`config.mk`:
```
export PLATFORM = sky130hd
export DESIGN_NAME = dot_product_sequencer
export DESIGN_NICKNAME = d
export VERILOG_FILES = /design/src/rtl/dot_product_sequencer_pkg.sv /design/src/rtl/dot_product_sequencer_mac_unit.sv /design/src/rtl/dot_product_sequencer.sv
export SDC_FILE = /design/constraint.sdc
export NUM_CORES = 1
export LEC_CHECK = 0
export ABC_AREA = 1
export CORE_UTILIZATION = 30
export CTS_CLUSTER_DIAMETER = 60
export DETAILED_ROUTE_END_ITERATION = 8
export HOLD_SLACK_MARGIN = 0.03
export MAX_ROUTING_LAYER = met4
export PLACE_DENSITY = 0.44
export SYNTH_ARGS = -nofsm -noshare
export SYNTH_HDL_FRONTEND = slang
export SYNTH_SLANG_ARGS = --single-unit
```
`constraint.sdc`:
```
create_clock -name clk -period 4.49 [get_ports clk]
set_input_delay 0.898 -clock clk [delete_from_list [all_inputs] [get_ports clk]]
set_output_delay 0.898 -clock clk [all_outputs]
set_load 0.02 [all_outputs]
```
`src/rtl/dot_product_sequencer_pkg.sv`:
```
// Shared definitions for the dot-product sequencer: FSM encoding, memory
// geometry, accumulator width and the saturation helpers.
package dot_product_sequencer_pkg;

  localparam int unsigned MEM_DEPTH  = 16;
  localparam int unsigned DATA_W     = 8;
  localparam int unsigned ADDR_W     = $clog2(MEM_DEPTH);
  localparam int unsigned B_BASE_DEF = 8;
  localparam int unsigned ACC_W      = 19;

  typedef enum logic [2:0] {
    ST_IDLE = 3'd0,
    ST_RD_A = 3'd1,
    ST_RD_B = 3'd2,
    ST_MAC  = 3'd3,
    ST_DONE = 3'd4
  } state_e;

  function automatic logic acc_overflow(input logic [ACC_W-1:0] acc);
    return acc > ACC_W'(255);
  endfunction

  function automatic logic [DATA_W-1:0] acc_saturate(input logic [ACC_W-1:0] acc);
    return acc_overflow(acc) ? '1 : acc[DATA_W-1:0];
  endfunction

endpackage

```
`src/rtl/dot_product_sequencer_mac_unit.sv`:
```
// Unsigned 8x8 multiply-accumulate with synchronous clear and enable.
module mac_unit
  import dot_product_sequencer_pkg::*;
(
  input  logic              clk,
  input  logic              rst,
  input  logic              clr_i,
  input  logic              en_i,
  input  logic [DATA_W-1:0] a_i,
  input  logic [DATA_W-1:0] b_i,
  output logic [ACC_W-1:0]  acc_o
);

  logic [ACC_W-1:0]    acc_q;
  logic [ACC_W-1:0]    acc_d;
  logic [2*DATA_W-1:0] prod;

  always_comb begin
    prod  = a_i * b_i;
    acc_d = acc_q;
    if (clr_i) begin
      acc_d = '0;
    end else if (en_i) begin
      acc_d = acc_q + {{(ACC_W-2*DATA_W){1'b0}}, prod};
    end
  end

  always_ff @(posedge clk) begin
    if (rst) begin
      acc_q <= '0;
    end else begin
      acc_q <= acc_d;
    end
  end

  assign acc_o = acc_q;

endmodule

```
`src/rtl/dot_product_sequencer.sv`:
```
// Sequences A/B operand reads from the shared memory, accumulates their
// products and publishes a saturated 8-bit dot product with a done pulse.
module dot_product_sequencer
  import dot_product_sequencer_pkg::*;
#(
  parameter int N_ELEM = 8,
  parameter int B_BASE = B_BASE_DEF
) (
  input  logic              clk,
  input  logic              rst,
  input  logic              mode_compute,
  input  logic              comp_start,
  output logic              comp_done,
  output logic [DATA_W-1:0] comp_result,
  output logic              comp_sat,
  output logic              busy,
  output logic [ADDR_W-1:0] mem_addr,
  output logic              mem_rd,
  input  logic [DATA_W-1:0] mem_rdata
);

  state_e              state_q, state_d;
  logic [ADDR_W-1:0]   elem_idx_q, elem_idx_d;
  logic [DATA_W-1:0]   a_reg_q, a_reg_d;
  logic                comp_done_q, comp_done_d;
  logic [DATA_W-1:0]   comp_result_q, comp_result_d;
  logic                comp_sat_q, comp_sat_d;
  logic                mac_clr;
  logic                mac_en;
  logic [ACC_W-1:0]    acc;

  mac_unit u_mac (
    .clk   (clk),
    .rst   (rst),
    .clr_i (mac_clr),
    .en_i  (mac_en),
    .a_i   (a_reg_q),
    .b_i   (mem_rdata),
    .acc_o (acc)
  );

  always_comb begin
    state_d       = state_q;
    elem_idx_d    = elem_idx_q;
    a_reg_d       = a_reg_q;
    comp_done_d   = 1'b0;
    comp_result_d = comp_result_q;
    comp_sat_d    = comp_sat_q;
    mac_clr       = 1'b0;
    mac_en        = 1'b0;
    mem_rd        = 1'b0;
    mem_addr      = '0;

    unique case (state_q)
      ST_IDLE: begin
        if (comp_start && mode_compute) begin
          state_d    = ST_RD_A;
          elem_idx_d = '0;
          mac_clr    = 1'b1;
        end
      end
      ST_RD_A: begin
        mem_rd   = 1'b1;
        mem_addr = elem_idx_q;
        state_d  = ST_RD_B;
      end
      ST_RD_B: begin
        a_reg_d  = mem_rdata;
        mem_rd   = 1'b1;
        mem_addr = ADDR_W'(B_BASE) + elem_idx_q;
        state_d  = ST_MAC;
      end
      ST_MAC: begin
        mac_en = 1'b1;
        if (elem_idx_q == ADDR_W'(N_ELEM - 1)) begin
          state_d = ST_DONE;
        end else begin
          elem_idx_d = elem_idx_q + 1'b1;
          state_d    = ST_RD_A;
        end
      end
      ST_DONE: begin
        comp_done_d   = 1'b1;
        comp_result_d = acc_saturate(acc);
        comp_sat_d    = acc_overflow(acc);
        state_d       = ST_IDLE;
      end
      default: state_d = ST_IDLE;
    endcase

    // Losing the memory grant overrides every state action: drop to IDLE
    // without publishing, leaving the previous result untouched.
    if (state_q != ST_IDLE && !mode_compute) begin
      state_d       = ST_IDLE;
      mac_en        = 1'b0;
      comp_done_d   = 1'b0;
      comp_result_d = comp_result_q;
      comp_sat_d    = comp_sat_q;
    end
  end

  always_ff @(posedge clk) begin
    if (rst) begin
      state_q       <= ST_IDLE;
      elem_idx_q    <= '0;
      a_reg_q       <= '0;
      comp_done_q   <= 1'b0;
      comp_result_q <= '0;
      comp_sat_q    <= 1'b0;
    end else begin
      state_q       <= state_d;
      elem_idx_q    <= elem_idx_d;
      a_reg_q       <= a_reg_d;
      comp_done_q   <= comp_done_d;
      comp_result_q <= comp_result_d;
      comp_sat_q    <= comp_sat_d;
    end
  end

  assign busy        = (state_q != ST_IDLE);
  assign comp_done   = comp_done_q;
  assign comp_result = comp_result_q;
  assign comp_sat    = comp_sat_q;

endmodule
```
==> results_tabular.tex <==
\begin{tabular}{lr}
\hline
Metric & Value \\
\hline
\multicolumn{2}{l}{\textbf{Run status}} \\
\quad Result of the run & completed \\
\multicolumn{2}{l}{\textbf{Critical path}} \\
\quad Ordered cell list for the critical path & dlygate4sd2\_1 -> buf\_6 -> nand2\_2 -> fa\_1 -> fa\_1 -> inv\_2 -> fa\_1 -> inv\_2 -> fa\_1 -> inv\_2 -> ha\_4 -> nand2\_4 -> nor2\_1 -> nand3\_2 -> nand4\_1 -> nand3\_2 -> nand2\_1 -> inv\_1 \\
\quad Reg2Reg Launch Point & a\_reg\_q[3] \\
\quad Capturing point of the worst reg2reg path & u\_mac.acc\_o[15] \\
\quad Category of the most critical setup path & in2reg \\
\quad CP Data Required Time & around 4.7 ns \\
\quad Combined buffer and inverter count along the critical path & 6 \\
\quad Timing startpoint of the critical path & mem\_rdata[5] \\
\quad CP arrival & about 4.6 ns \\
\quad Largest stage delay on the critical path & roughly 0.57 ns \\
\quad Maximum fanout encountered on the critical timing path & 7 \\
\quad Worst reg-to-reg path cell count & 16 \\
\quad Startpoint types & primary input \\
\quad End point of the critical path & u\_mac.acc\_o[15] \\
\quad Critical Path Sink Type & register \\
\quad Reg-to-reg setup timing slack & about 0.31 ns \\
\quad Cell with the largest stage delay on the worst path & sky130\_fd\_sc\_hd\_\_fa\_1 \\
\quad Critical Path Most Common Cell & sky130\_fd\_sc\_hd\_\_fa\_1 \\
\quad Levels on crit path & 18 \\
\quad Category of cells accounting for the largest share of critical-path delay & adder cells \\
\multicolumn{2}{l}{\textbf{Clock tree}} \\
\quad Clock H-tree levels & 2 \\
\quad TritonCTS Buffers & 5 \\
\quad CTS tree & yes \\
\quad Number of clock sinks seen by CTS & 44 \\
\quad Cell at the root of the clock tree & sky130\_fd\_sc\_hd\_\_clkbuf\_16 \\
\quad Worst-path clk slew & roughly 0.070 ns \\
\quad Clock latency on the worst-skew pair & approximately 0.3 ns \\
\quad Maximum buffer depth of the clock tree & 2 \\
\multicolumn{2}{l}{\textbf{Hold path}} \\
\quad Path type of the worst min-delay path & reg2reg \\
\multicolumn{2}{l}{\textbf{Global route}} \\
\quad Sum of overflow across all layers after global routing & 0 \\
\quad Via count of the first global-routing pass & around 4000 \\
\quad Global router's overall resource usage & approximately 17\% \\
\quad Wire length of the first global-routing pass & 20700 um \\
\quad Largest net degree at the start of global routing & 25 \\
\quad Initial antenna violation count & 0 \\
\multicolumn{2}{l}{\textbf{Logic synthesis}} \\
\quad Post-synth cell types & 31 \\
\quad Proportion of register bits with asynchronous set or reset after synthesis & 0\% \\
\quad Commonest register cell after synthesis & sky130\_fd\_sc\_hd\_\_dfxtp\_1 \\
\quad Count of synthesis-stage warnings from yosys & 0 \\
\quad Sequential element share of the synthesized area & a little under a fifth \\
\quad Post-synth design cell area & between 4000 and 5000 um\^{}2 \\
\quad Number of nets in the synthesized netlist & 803 \\
\quad Mean cell area of the mapped netlist & between 6 and 7 um\^{}2 \\
\quad Number of enable-type register cells in the synthesized netlist & 0 \\
\quad Flops \& latches, synth & 44 \\
\quad Syn Inst Count & 699 \\
\multicolumn{2}{l}{\textbf{Final layout}} \\
\quad Number of nets in the final layout & around 850 \\
\quad Synthesis-to-finish area growth & 23.6\% \\
\quad \# fillers & around 1700 \\
\quad Antenna cells & 0 \\
\quad Commonest non-fill, non-tap cell in the layout & sky130\_fd\_sc\_hd\_\_inv\_1 \\
\quad Utilization of the core after routing & between 30\% and 40\% \\
\quad Number of cells in the finished layout apart from fillers & 960 \\
\quad Storage element area & approximately 880 um\^{}2 \\
\quad Share of layout cells above drive strength 1 & 19.1\% \\
\quad Highest-count cells in the layout ignoring fill and taps & sky130\_fd\_sc\_hd\_\_inv\_1, sky130\_fd\_sc\_hd\_\_nand2\_1, sky130\_fd\_sc\_hd\_\_fa\_1, sky130\_fd\_sc\_hd\_\_dfxtp\_1 \\
\quad Final standard cell area without fillers & approximately 6000 um\^{}2 \\
\quad Total area of multi-input combinational cells & 3320 um\^{}2 \\
\multicolumn{2}{l}{\textbf{Drt}} \\
\quad Average vias per placed instance & around 4.3 \\
\quad Number of nets with antenna violations after detailed routing & 0 \\
\quad Total length of routed wires & around 12000 um \\
\quad Average wire per cell in the routed design & between 10 and 15 um \\
\quad Number of design-rule violations left by the first detailed-router iteration & between 200 and 300 \\
\quad Length of the first detailed-routing pass in iterations & 4 \\
\quad Routed via count & roughly 4100 \\
\quad DRC violations left & 0 \\
\multicolumn{2}{l}{\textbf{Power}} \\
\quad Maximum ir drop on the vdd rail & approximately 120 uV \\
\quad Power per unit of standard cell area & 206 nW/um\^{}2 \\
\quad P\_leak & around 3.3 nW \\
\quad Sequential power share & 33.7\% \\
\quad Switching fraction of total power & about 32\% \\
\quad Total Power & 1.23 mW \\
\quad Internal power & around 0.83 mW \\
\quad Combinational Power Share & 29.2\% \\
\quad Portion of total power attributed to the clock network & roughly 37\% \\
\quad Power spent charging and discharging nets & a little under 0.4 mW \\
\multicolumn{2}{l}{\textbf{Die}} \\
\quad Die boundary width & between 100 and 150 um \\
\quad Die outline height & approximately 130 um \\
\quad DIE AREA & 16600 um\^{}2 \\
\quad Core Area & between 15000 and 20000 um\^{}2 \\
\quad Count of standard-cell rows & 45 \\
\quad Initial Util & 31.2\% \\
\quad Boundary Pins & 28 \\
\multicolumn{2}{l}{\textbf{Placed design}} \\
\quad Hpwl dp & slightly below 10000 um \\
\quad Count of buffers from port buffering & 27 \\
\quad Placed Area & around 5500 um\^{}2 \\
\quad Placed cells & $\sim$950 \\
\quad Routability Congestion & between 0.8 and 0.9 \\
\multicolumn{2}{l}{\textbf{STA}} \\
\quad Final number of hold-violating endpoints & 0 \\
\quad \# setup viols final & 0 \\
\quad Final Cycle Share & 97.0\% \\
\quad Max Transition Viols Final & 0 \\
\quad Worst Tran Pin Value & 0.746 ns \\
\quad Worst setup skew after layout & roughly 0.0095 ns \\
\quad Post-route minimum period & 4.36 ns \\
\quad Unrepaired setup endpoints after global routing & yes \\
\quad Worst slew margin relative to its limit & $\sim$50\% \\
\quad Maximum clock rate & roughly 230 MHz \\
\multicolumn{2}{l}{\textbf{Job}} \\
\quad Number of maximum-capacitance constraint violations & 0 \\
\hline
\end{tabular}
[cell usage after synthesis (3+ instances only)]
| library cell | number | area share [%] |
|---|---|---|
| sky130_fd_sc_hd__fa_1 | 50 | 21 |
| sky130_fd_sc_hd__nor2_4 | 3 | 0.70 |
| sky130_fd_sc_hd__nand4_1 | 4 | 0.52 |
| sky130_fd_sc_hd__ha_1 | 42 | 11 |
| sky130_fd_sc_hd__buf_6 | 3 | 0.70 |
| sky130_fd_sc_hd__nor2_1 | 37 | 2.9 |
| sky130_fd_sc_hd__nand2_1 | 174 | 14 |
| sky130_fd_sc_hd__xor2_1 | 4 | 0.73 |
| sky130_fd_sc_hd__inv_2 | 7 | 0.55 |
| sky130_fd_sc_hd__clkbuf_1 | 17 | 1.3 |
| sky130_fd_sc_hd__o21a_1 | 6 | 0.93 |
| sky130_fd_sc_hd__a21oi_1 | 30 | 3.1 |
| sky130_fd_sc_hd__o21ai_1 | 9 | 0.93 |
| sky130_fd_sc_hd__inv_1 | 201 | 16 |
| sky130_fd_sc_hd__nand3_1 | 29 | 3.0 |
| sky130_fd_sc_hd__dfxtp_1 | 44 | 18 |
| sky130_fd_sc_hd__o21ai_0 | 18 | 1.9 |
[layer usage]
layer | track usage [%] | share of wire, % | vias to the layer above
met5 | - | 0 | -
met4 | 3.46 | 0.77 | 0
met3 | 2.08 | 2.5 | 8
met2 | 25.2 | 45 | 40
met1 | 23.4 | 52 | 1899
li1 | - | - | 2146
[repair_timing]
action / 4_1_cts / 5_1_grt
pin swaps: 29 / 38
setup endpoints to repair: 13 / 13
setup buffers: 3 / 0
resized for setup: 48 / 55
hold buffers: 0 / 0
[per-stage QoR]
step	setup slack [ns]	hold WS, ns	TNS, ns
floorplan	0.0227	0.456	0
global placement	-0.715	0.455	-8.23
detailed placement	-0.788	0.462	-8.77
CTS	0.0470	0.471	0
global route	-0.0130	0.494	-0.0200
finish	0.133	0.471	0
[power by group through the flow]
| stage | sequential (mW) | combinational [mW] | clock [mW] |
|---|---|---|---|
| after CTS | 0.413 | 0.339 | 0.467 |
| after floorplan | 0.410 | 0.202 | 0 |
| after detailed placement | 0.422 | 0.299 | 0 |
| after global placement | 0.421 | 0.300 | 0 |
| after global routing | 0.414 | 0.405 | 0.484 |
| final | 0.412 | 0.358 | 0.455 |
[how the worst min path moves through the flow]
stage | startpoint | to | slack (ns) | cells after the start
CTS | comp_sat | comp_sat | 0.47 | 2
finish | comp_sat | comp_sat | 0.47 | 2
global route | comp_sat | comp_sat | 0.49 | 2
detailed placement | comp_sat | comp_sat | 0.46 | 2
floorplan | u_mac.acc_o[0] | u_mac.acc_o[0] | 0.46 | 2
global placement | comp_sat | comp_sat | 0.45 | 2
[cells by family after synthesis]
family | share of synthesized area (%)
compound gates | 7.63
mux | 0.208
buf+inv | 18.7
flops | 18.3
xor+xnor | 0.727
simple gates | 22.8
fa+ha+maj | 31.7
[worst min-delay path, delay by kind of cell, from the launching register on]
| kind | cells | cell delay, ns |
|---|---|---|
| AND/OR/NAND/NOR | 1 | 0.06 |
| AO/OA/AOI/OAI | 1 | 0.06 |
| flip-flops | 1 | 0.31 |
[sequential cells by signal, indices dropped and copies added, names as in the netlist]
register and cells:
state_q 3, comp_result 8, elem_idx_q 4, a_reg_q 8, comp_sat 1, u_mac.acc_o 19, comp_done 1
[layout make-up]
class                           instances  share of cell area [%]
Tap cell                              211                    4.43
Clock buffer                            6                    2.33
Multi-Input combinational cell        424                    55.8
Sequential cell                        44                    14.8
Clock inverter                          2                   0.651
Inverter                              209                    13.2
Timing Repair Buffer                   64                    8.84
Power figures use the tool's default switching activity.
